**config.mk**
```make
export PLATFORM = sky130hd
export DESIGN_NAME = glb_pe_mc
export DESIGN_NICKNAME = d
export VERILOG_FILES = /design/src/rtl/glb_pe_mc.sv
export SDC_FILE = /design/constraint.sdc
export NUM_CORES = 1
export LEC_CHECK = 0
export ABC_AREA = 1
export CORE_ASPECT_RATIO = 0.75
export CORE_MARGIN = 5
export CORE_UTILIZATION = 45
export CTS_BUF_LIST = sky130_fd_sc_hd__clkbuf_8
export DETAILED_ROUTE_END_ITERATION = 10
export PLACE_DENSITY_LB_ADDON = 0.1
export RECOVER_POWER = 50
export SYNTH_ARGS = -nofsm -noshare
export SYNTH_HDL_FRONTEND = slang
export SYNTH_SLANG_ARGS = --single-unit
```
**constraint.sdc**
```tcl
create_clock -name clk -period 9.9 [get_ports clk]
set_input_delay 1.98 -clock clk [delete_from_list [all_inputs] [get_ports clk]]
set_output_delay 1.98 -clock clk [all_outputs]
set_load 0.01 [all_outputs]
```
**src/rtl/glb_pe_mc.sv**
```systemverilog
// glb_pe_mc: global-bus processing element with (row,col) tag filtering,
// column broadcast, ifmap/weight FIFOs, a multi-tap signed MAC and a
// valid/ready psum chain stage.
// Optional build macro GLB_PE_PSUM_SAT_EN: saturating accumulate/psum add
// plus a sticky sat_flag output; without it arithmetic wraps.
//
// Handshakes: a transfer happens on a rising edge where valid && ready are
// both high. The bus side drops unmatched packets (ready=1, no push).
// psum_out_valid holds, with data stable, until psum_out_ready is seen.
// dbg_state exposes the FSM state (0 IDLE, 1 MAC, 2 WAIT_PSUM, 3 OUT).
module glb_pe_mc #(
  parameter int DATA_WIDTH = 16,
  parameter int PSUM_WIDTH = 40,
  parameter int ID_WIDTH   = 4,
  parameter int FIFO_DEPTH = 4,
  parameter int MAX_TAPS   = 16
) (
  input  logic                            clk,
  input  logic                            rst,
  input  logic [ID_WIDTH-1:0]             cfg_row_id,
  input  logic [ID_WIDTH-1:0]             cfg_col_id,
  input  logic [$clog2(MAX_TAPS+1)-1:0]   cfg_taps,
  input  logic                            bus_valid,
  output logic                            bus_ready,
  input  logic                            bus_type,
  input  logic [ID_WIDTH-1:0]             bus_row_tag,
  input  logic [ID_WIDTH-1:0]             bus_col_tag,
  input  logic [DATA_WIDTH-1:0]           bus_data,
  input  logic                            psum_in_valid,
  output logic                            psum_in_ready,
  input  logic [PSUM_WIDTH-1:0]           psum_in_data,
  output logic                            psum_out_valid,
  input  logic                            psum_out_ready,
  output logic [PSUM_WIDTH-1:0]           psum_out_data,
  output logic                            busy,
  output logic [1:0]                      dbg_state
`ifdef GLB_PE_PSUM_SAT_EN
  ,
  output logic                            sat_flag
`endif
);

  localparam int TAP_W  = $clog2(MAX_TAPS+1);
  localparam int PTR_W  = $clog2(FIFO_DEPTH);
  localparam int PROD_W = 2*DATA_WIDTH;
  localparam int MSB    = PSUM_WIDTH-1;

  typedef enum logic [1:0] {
    S_IDLE = 2'd0,
    S_MAC  = 2'd1,
    S_WAIT = 2'd2,
    S_OUT  = 2'd3
  } state_t;

  state_t state_q, state_d;

  logic [DATA_WIDTH-1:0] ifm_mem [FIFO_DEPTH];
  logic [DATA_WIDTH-1:0] wgt_mem [FIFO_DEPTH];
  logic [PTR_W-1:0]      ifm_wr, ifm_rd, wgt_wr, wgt_rd;
  logic [PTR_W:0]        ifm_cnt, wgt_cnt;
  logic                  ifm_full, wgt_full, ifm_empty, wgt_empty;
  logic                  match, sel_full, ifm_push, wgt_push, pop, start, last_pop;

  logic [PSUM_WIDTH-1:0] acc;
  logic [TAP_W-1:0]      tap_cnt, taps_q, tap_cnt_inc;
  logic signed [PROD_W-1:0]     prod;
  logic signed [PSUM_WIDTH-1:0] prod_ext;
  logic [PSUM_WIDTH-1:0] acc_wrap, out_wrap, acc_next, out_next;

  assign ifm_full  = (ifm_cnt == (PTR_W+1)'(FIFO_DEPTH));
  assign wgt_full  = (wgt_cnt == (PTR_W+1)'(FIFO_DEPTH));
  assign ifm_empty = (ifm_cnt == '0);
  assign wgt_empty = (wgt_cnt == '0);

  // Tag filter: own (row,col) or own row with the all-ones column broadcast.
  assign match    = (bus_row_tag == cfg_row_id) &&
                    ((bus_col_tag == cfg_col_id) || (bus_col_tag == {ID_WIDTH{1'b1}}));
  // Full flag is the registered (pre-pop) one: no same-cycle bypass.
  assign sel_full  = bus_type ? wgt_full : ifm_full;
  assign bus_ready = !rst && (!match || !sel_full);
  assign ifm_push  = bus_valid && bus_ready && match && !bus_type;
  assign wgt_push  = bus_valid && bus_ready && match && bus_type;

  assign start       = (cfg_taps != '0) && !ifm_empty && !wgt_empty;
  assign pop         = (state_q == S_MAC) && !ifm_empty && !wgt_empty;
  assign tap_cnt_inc = tap_cnt + TAP_W'(1);
  assign last_pop    = pop && (tap_cnt_inc == taps_q);

  // Full-precision signed product, sign-extended to the accumulator width.
  assign prod     = $signed(ifm_mem[ifm_rd]) * $signed(wgt_mem[wgt_rd]);
  assign prod_ext = PSUM_WIDTH'(prod);
  assign acc_wrap = acc + prod_ext;
  assign out_wrap = acc + psum_in_data;

`ifdef GLB_PE_PSUM_SAT_EN
  localparam logic [PSUM_WIDTH-1:0] PS_MAX = {1'b0, {(PSUM_WIDTH-1){1'b1}}};
  localparam logic [PSUM_WIDTH-1:0] PS_MIN = {1'b1, {(PSUM_WIDTH-1){1'b0}}};
  logic acc_clip, out_clip;
  // Overflow only when both operands share a sign the wrapped sum lost.
  assign acc_clip = (acc[MSB] == prod_ext[MSB]) && (acc_wrap[MSB] != acc[MSB]);
  assign out_clip = (acc[MSB] == psum_in_data[MSB]) && (out_wrap[MSB] != acc[MSB]);
  assign acc_next = acc_clip ? (acc[MSB] ? PS_MIN : PS_MAX) : acc_wrap;
  assign out_next = out_clip ? (acc[MSB] ? PS_MIN : PS_MAX) : out_wrap;
`else
  assign acc_next = acc_wrap;
  assign out_next = out_wrap;
`endif

  // FIFO pointers and occupancy; reset flushes both FIFOs.
  always_ff @(posedge clk or posedge rst) begin
    if (rst) begin
      ifm_wr  <= '0;
      ifm_rd  <= '0;
      ifm_cnt <= '0;
      wgt_wr  <= '0;
      wgt_rd  <= '0;
      wgt_cnt <= '0;
    end else begin
      if (ifm_push) ifm_wr <= ifm_wr + PTR_W'(1);
      if (wgt_push) wgt_wr <= wgt_wr + PTR_W'(1);
      if (pop) begin
        ifm_rd <= ifm_rd + PTR_W'(1);
        wgt_rd <= wgt_rd + PTR_W'(1);
      end
      ifm_cnt <= ifm_cnt + (PTR_W+1)'(ifm_push) - (PTR_W+1)'(pop);
      wgt_cnt <= wgt_cnt + (PTR_W+1)'(wgt_push) - (PTR_W+1)'(pop);
    end
  end

  // FIFO storage; contents are don't-care until written, so no reset.
  always_ff @(posedge clk) begin
    if (ifm_push) ifm_mem[ifm_wr] <= bus_data;
    if (wgt_push) wgt_mem[wgt_wr] <= bus_data;
  end

  // FSM state register.
  always_ff @(posedge clk or posedge rst) begin
    if (rst) state_q <= S_IDLE;
    else     state_q <= state_d;
  end

  // FSM next-state logic.
  always_comb begin
    state_d = state_q;
    case (state_q)
      S_IDLE:  if (start)          state_d = S_MAC;
      S_MAC:   if (last_pop)       state_d = S_WAIT;
      S_WAIT:  if (psum_in_valid)  state_d = S_OUT;
      S_OUT:   if (psum_out_ready) state_d = S_IDLE;
      default:                     state_d = S_IDLE;
    endcase
  end

  // FSM outputs, decoded from the registered state.
  always_comb begin
    psum_in_ready  = (state_q == S_WAIT);
    psum_out_valid = (state_q == S_OUT);
    busy           = (state_q != S_IDLE);
    dbg_state      = state_q;
  end

  // Datapath: job latch, accumulation and the registered result.
  always_ff @(posedge clk or posedge rst) begin
    if (rst) begin
      acc           <= '0;
      tap_cnt       <= '0;
      taps_q        <= '0;
      psum_out_data <= '0;
`ifdef GLB_PE_PSUM_SAT_EN
      sat_flag      <= 1'b0;
`endif
    end else begin
      case (state_q)
        S_IDLE: if (start) begin
          taps_q  <= cfg_taps;
          tap_cnt <= '0;
          acc     <= '0;
`ifdef GLB_PE_PSUM_SAT_EN
          sat_flag <= 1'b0;
`endif
        end
        S_MAC: if (pop) begin
          acc     <= acc_next;
          tap_cnt <= tap_cnt_inc;
`ifdef GLB_PE_PSUM_SAT_EN
          if (acc_clip) sat_flag <= 1'b1;
`endif
        end
        S_WAIT: if (psum_in_valid) begin
          psum_out_data <= out_next;
`ifdef GLB_PE_PSUM_SAT_EN
          if (out_clip) sat_flag <= 1'b1;
`endif
        end
        default: ;
      endcase
    end
  end

endmodule

```
==> results.yml, run 1 <==
status:
  status: "complete, but fails checks"
  violations: "max-capacitance violations, max-slew violations"
hold_path:
  min_path_type: "register to register"
  hold_path_startpoint: "psum_out_data[0]"
global_route:
  grt_max_degree: 61
  grt_antenna_before_repair: 2
  grt_overflow_total: 0
  grt_pass1_wl_um: 124000
  grt_usage: 0.267
  grt_pass1_vias: 20645
critical_path:
  worstSetupStartpointType: "register"
  crit_top_cell: "nand2_1"
  rr_startpoint: "wgt_rd[1]"
  arrival_ns: 9.85
  critPathMaxStageDelay_ns: 0.55
  cp_max_fo: 13
  cp_slowest_cell: "a32oi_1"
  critPathCaptureType: "register"
  crit_start: "wgt_rd[1]"
  crit_type: "register to register"
  crit_required_ns: 10.40
sta:
  rsz0062_at_grt: "no"
  hold_violations: 0
  setup_viol: 0
  final.setup.tns_ns: 0
  clock_skew_ns: 0.0395
  drv_slew: 185
  relSlewSlack: -1.56
  tightest_slew_ns: 3.84
  fin_crit_sh: 0.945
  timing.final.crit_period_ns: 9.35
  max_clock_freq_mhz: 107
die:
  core-area_um2: 54800
  num_rows: 74
  die_area_um2: 60600
  pin_count: 129
  die_h_um: 214
  die_w_um: 282
  initial_utilization: 0.457
placed_design:
  place_congestion: 1.01
  portBuffers: 128
  dpl.hpwl_um: 67900
clocking:
  cts.htree.levels: 2
  cts_buffer_depth: 3
  clock-sinks: 234
  post-cts-setup-buffers: 0
  clkLatencyLatePin_ns: 0.64
  cts_buffers: 42
  clk_pin_slew_ns: 0.06
  clock_tree.root_cell: "clkbuf_8"
  cts_tree: "done"
  hold_buffers: 0
logic_synthesis:
  synthCells: 3148
  synth.avg_cell_area_um2: 7.96
  synth_edf_count: 128
  ys_types: 57
  yosys_warnings: 0
  async_reset_ff_frac: 0.453
  yosysSeqAreaShare: 0.259
  syn-cell-area_um2: 25100
  ys.flop_type: "edfxtp_1"
  synth_nets: 3677
  ys_ff_latch: 234
detailed_routing:
  routed.top_layer: "met5"
  wl_met3_um: 9270
  routedWlPerCell_um: 19.9
  drt_iter0_markers: 2102
  dr_wl_met2_um: 30400
  routedLengthMet1_um: 40400
  vias_per_cell: 5.34
  routed_wl_um: 81200
  antenna_left: 0
  firstDrtPassIters: 5
  drc: 0
  vias: 21728
finish:
  nets: 3841
  final_common_cell: "nand2_1"
  drive_gt1_frac: 0.0499
  layout_common_cells: "nand2_1, inv_1, nor2_1"
  area_growth_pct: 12.4
job:
  maxCapViolCount: 4
==> what timing repair did <==
item,in CTS,in global routing
hold endpoints to repair,0,0
resized for setup,0,4
endpoints found under the setup margin,0,1
==> worst max-delay path, delay by kind of cell, from the launching register on <==
kind            cells  cell delay, ns
compound gates      2            0.61
fa+ha+maj           8            3.71
simple gates       17            3.17
buf+inv             8            1.31
flops               1            0.41
==> layer usage <==
| layer | GRT usage | up-vias |
|---|---|---|
| met2 | 0.335 | 917 |
| met1 | 0.444 | 10500 |
| met5 | 0.0144 | - |
| li1 | - | 10224 |
| met4 | 0.0386 | 2 |
| met3 | 0.0863 | 85 |
==> metrics by stage <==
stage	hold slack (ns)	worst slack, ns	std cells	instance area, µm²	utilization
floorplan	0.442	2.44	3148	25100	-
global placement	0.464	0.783	3990	27300	0.498
detailed placement	0.466	0.642	3990	27300	0.498
CTS	0.479	0.568	4068	28200	0.514
global route	0.495	0.0624	4069	28200	0.514
finish	0.478	0.546	4069	28200	0.514
==> flip-flops by register name, indices dropped and copies added (netlist names) <==
| signal | count |
|---|---|
| acc | 40 |
| dbg_state | 2 |
| ifm_cnt | 3 |
| ifm_mem | 64 |
| ifm_rd | 2 |
| ifm_wr | 2 |
| psum_out_data | 40 |
| tap_cnt | 5 |
| taps_q | 5 |
| wgt_cnt | 3 |
| wgt_mem | 64 |
| wgt_rd | 2 |
| wgt_wr | 2 |
==> synthesized netlist by cell type, drive strengths merged (28+ instances only) <==
cell type,count,share of area
xor2,34,0.012
a32oi,31,0.017
ha,180,0.090
fa,266,0.21
buf,45,0.011
inv,592,0.089
o21ai,142,0.030
a21oi,171,0.035
nor2,373,0.056
nand3,111,0.023
edfxtp,128,0.15
nand4,28,0.0070
nand2,807,0.12
dfrtp,106,0.11
==> worst paths after layout <==
| path | depth (start not counted) | slack [ns] | end |
|---|---|---|---|
| worst min register to register | 2 | 0.48 | psum_out_data[0] |
| min in group asynchronous | 2 | 2.45 | psum_out_data[34] |
| max in group asynchronous | 3 | 3.04 | acc[11] |
| worst max-delay path | 35 | 0.55 | acc[33] |
| worst min-delay path | 2 | 0.48 | psum_out_data[0] |
| worst max register to register | 35 | 0.55 | acc[33] |
==> logic make-up after synthesis <==
group / share of synthesized area
flip-flops: 0.259
XOR/XNOR: 0.0210
adder cells (fa/ha/maj): 0.302
AND/OR/NAND/NOR: 0.218
AO/OA/AOI/OAI: 0.0980
buffers and inverters: 0.101
==> cell type report <==
type                       instances  area (µm²)
inverter                         596        2240
tap                              722         903
timing repair buffer             175        1620
clock inverter                    29         203
sequential                       234        6500
antenna                            1        2.50
fill                            5346       26600
clock buffer                      49         674
multi-input combinational       2263       16000
Power of run 1 is not shown: default switching activity piles up to over one toggle a cycle in this logic, so the estimate is an artifact.
==> run 2, diff against run 1 <==
--- a/config.mk
+++ b/config.mk
@@ -6,13 +6,13 @@
 export NUM_CORES = 1
 export LEC_CHECK = 0
 export ABC_AREA = 1
+export CAP_MARGIN = 15
 export CORE_ASPECT_RATIO = 0.75
 export CORE_MARGIN = 5
 export CORE_UTILIZATION = 45
 export CTS_BUF_LIST = sky130_fd_sc_hd__clkbuf_8
 export DETAILED_ROUTE_END_ITERATION = 10
 export PLACE_DENSITY_LB_ADDON = 0.1
-export RECOVER_POWER = 50
 export SYNTH_ARGS = -nofsm -noshare
 export SYNTH_HDL_FRONTEND = slang
 export SYNTH_SLANG_ARGS = --single-unit
==> run 2 against run 1 <==
Worst hold slack is essentially flat. Via count is essentially flat. Highest routed layer unchanged. The run now ends clean. Count of clock-buffer cells in the layout is the same. Fmax shrank 0.39%. Global-route usage is the same.
==> results.yml, run 2 (synthesized netlist as in run 1, its figures left out) <==
critical_path:
  worst-path-buf-inv: 8
  arrival_ns: 9.89
  cp-endpoint: "acc[33]"
  critPathCaptureType: "register"
  worstSetupStartpointType: "register"
  cpLargestDelayFamily: "adder cells"
  crit_type: "register to register"
  rr_worst_depth: 35
  cp_slowest_cell: "a32oi_1"
  cp_max_fo: 13
  crit_start: "wgt_rd[1]"
  cp.depth: 35
  r2r-end: "acc[33]"
  crit_top_cell: "nand2_1"
  rr_startpoint: "wgt_rd[1]"
  reg2reg_slack_ns: 0.51
  critPathMaxStageDelay_ns: 0.59
  crit_required_ns: 10.40
status:
  status: "finished clean"
detailed_routing:
  vias_per_cell: 5.34
  firstDrtPassIters: 6
  drc: 0
  drt_iter0_markers: 2153
  routedWlPerCell_um: 20.0
  antenna_left: 0
  routed_wl_um: 81300
  vias: 21722
die:
  die_area_um2: 60600
  initial_utilization: 0.457
  die_w_um: 282
  num_rows: 74
  core-area_um2: 54800
  die_h_um: 214
  pin_count: 129
sta:
  setup_viol: 0
  max_clock_freq_mhz: 106
  drv_slew: 0
  relSlewSlack: 0.230
  hold_violations: 0
  tightest_slew_ns: 1.15
  rsz0062_at_grt: "no"
  fin_crit_sh: 0.949
  timing.final.crit_period_ns: 9.39
  setup_ws_ns: 0.509
  final.setup.tns_ns: 0
  clock_skew_ns: 0.0369
global_route:
  grt_usage: 0.267
  grt_overflow_total: 0
  grtUsageMet1: 0.444
  grt_max_degree: 61
  grt_antenna_before_repair: 2
  grt_pass1_vias: 20645
  use_met2: 0.335
  grt_busiest_layer: "met1"
  grt_pass1_wl_um: 124000
  use_met3: 0.0863
clocking:
  cts_buffers: 42
  cts_tree: "done"
  clock_tree.root_cell: "clkbuf_8"
  clock-sinks: 234
  cts.htree.levels: 2
  clk_pin_slew_ns: 0.06
  clkLatencyLatePin_ns: 0.64
  hold_buffers: 0
  cts_buffer_depth: 3
placed_design:
  pre_cts_ws_ns: 0.642
  portBuffers: 128
  dpl.hpwl_um: 67900
  place_area_um2: 27300
  place_congestion: 1.01
finish:
  layout_common_cells: "nand2_1, inv_1, nor2_1"
  area_growth_pct: 12.5
  nets: 3841
  final_area_um2: 28200
  final_common_cell: "nand2_1"
  reg_top3: "ifm_mem (64), wgt_mem (64)"
  drive_gt1_frac: 0.0520
job:
  maxCapViolCount: 0
hold_path:
  min_path_type: "register to register"
-- run 2: cell type report --
cell class | instances | area, µm²
diodes | 1 | 2.50
clock buffers | 49 | 674
clock inverters | 29 | 203
fillers | 5340 | 26600
inverters | 596 | 2240
multi-input cells | 2263 | 16000
flip-flops and latches | 234 | 6500
well taps | 722 | 903
repair buffers | 175 | 1630
-- run 2: how the worst min path moves through the flow --
stage / startpoint / to / slack, ns / depth (start not counted)
floorplan: ifm_rd[1] / ifm_rd[1] / 0.44 / 1
global placement: psum_out_data[32] / psum_out_data[32] / 0.46 / 2
detailed placement: psum_out_data[0] / psum_out_data[0] / 0.47 / 2
CTS: ifm_rd[1] / ifm_rd[1] / 0.48 / 1
global route: psum_out_data[0] / psum_out_data[0] / 0.49 / 2
finish: ifm_rd[1] / ifm_rd[1] / 0.48 / 1
-- run 2: per-stage QoR --
stage	utilization	cells	hold WS [ns]
6_report	0.514	4069	0.479
5_1_grt	0.514	4069	0.495
4_1_cts	0.514	4068	0.479
3_5_place_dp	0.498	3990	0.466
3_3_place_gp	0.498	3990	0.464
2_1_floorplan	-	3148	0.442
-- run 2: per-layer routing --
| layer | vias to the layer above | wire [µm] |
|---|---|---|
| met5 | - | 105 |
| met4 | 2 | 980 |
| met3 | 71 | 9140 |
| met2 | 903 | 30400 |
| met1 | 10526 | 40700 |
| li1 | 10220 | - |
-- run 2: worst register-to-register path, delay by kind of cell, from the launching register on --
family                   cells  cell delay (ns)
flip-flops                   1             0.41
buffers and inverters        8             1.35
adder cells (fa/ha/maj)      8             3.73
AO/OA/AOI/OAI                2             0.65
AND/OR/NAND/NOR             17             3.16
-- run 2: repair_timing --
item	CTS	global route
setup endpoints to repair	0	1
gates resized for setup	0	4
buffers inserted	0	0
Power of run 2 is left out for the same reason.
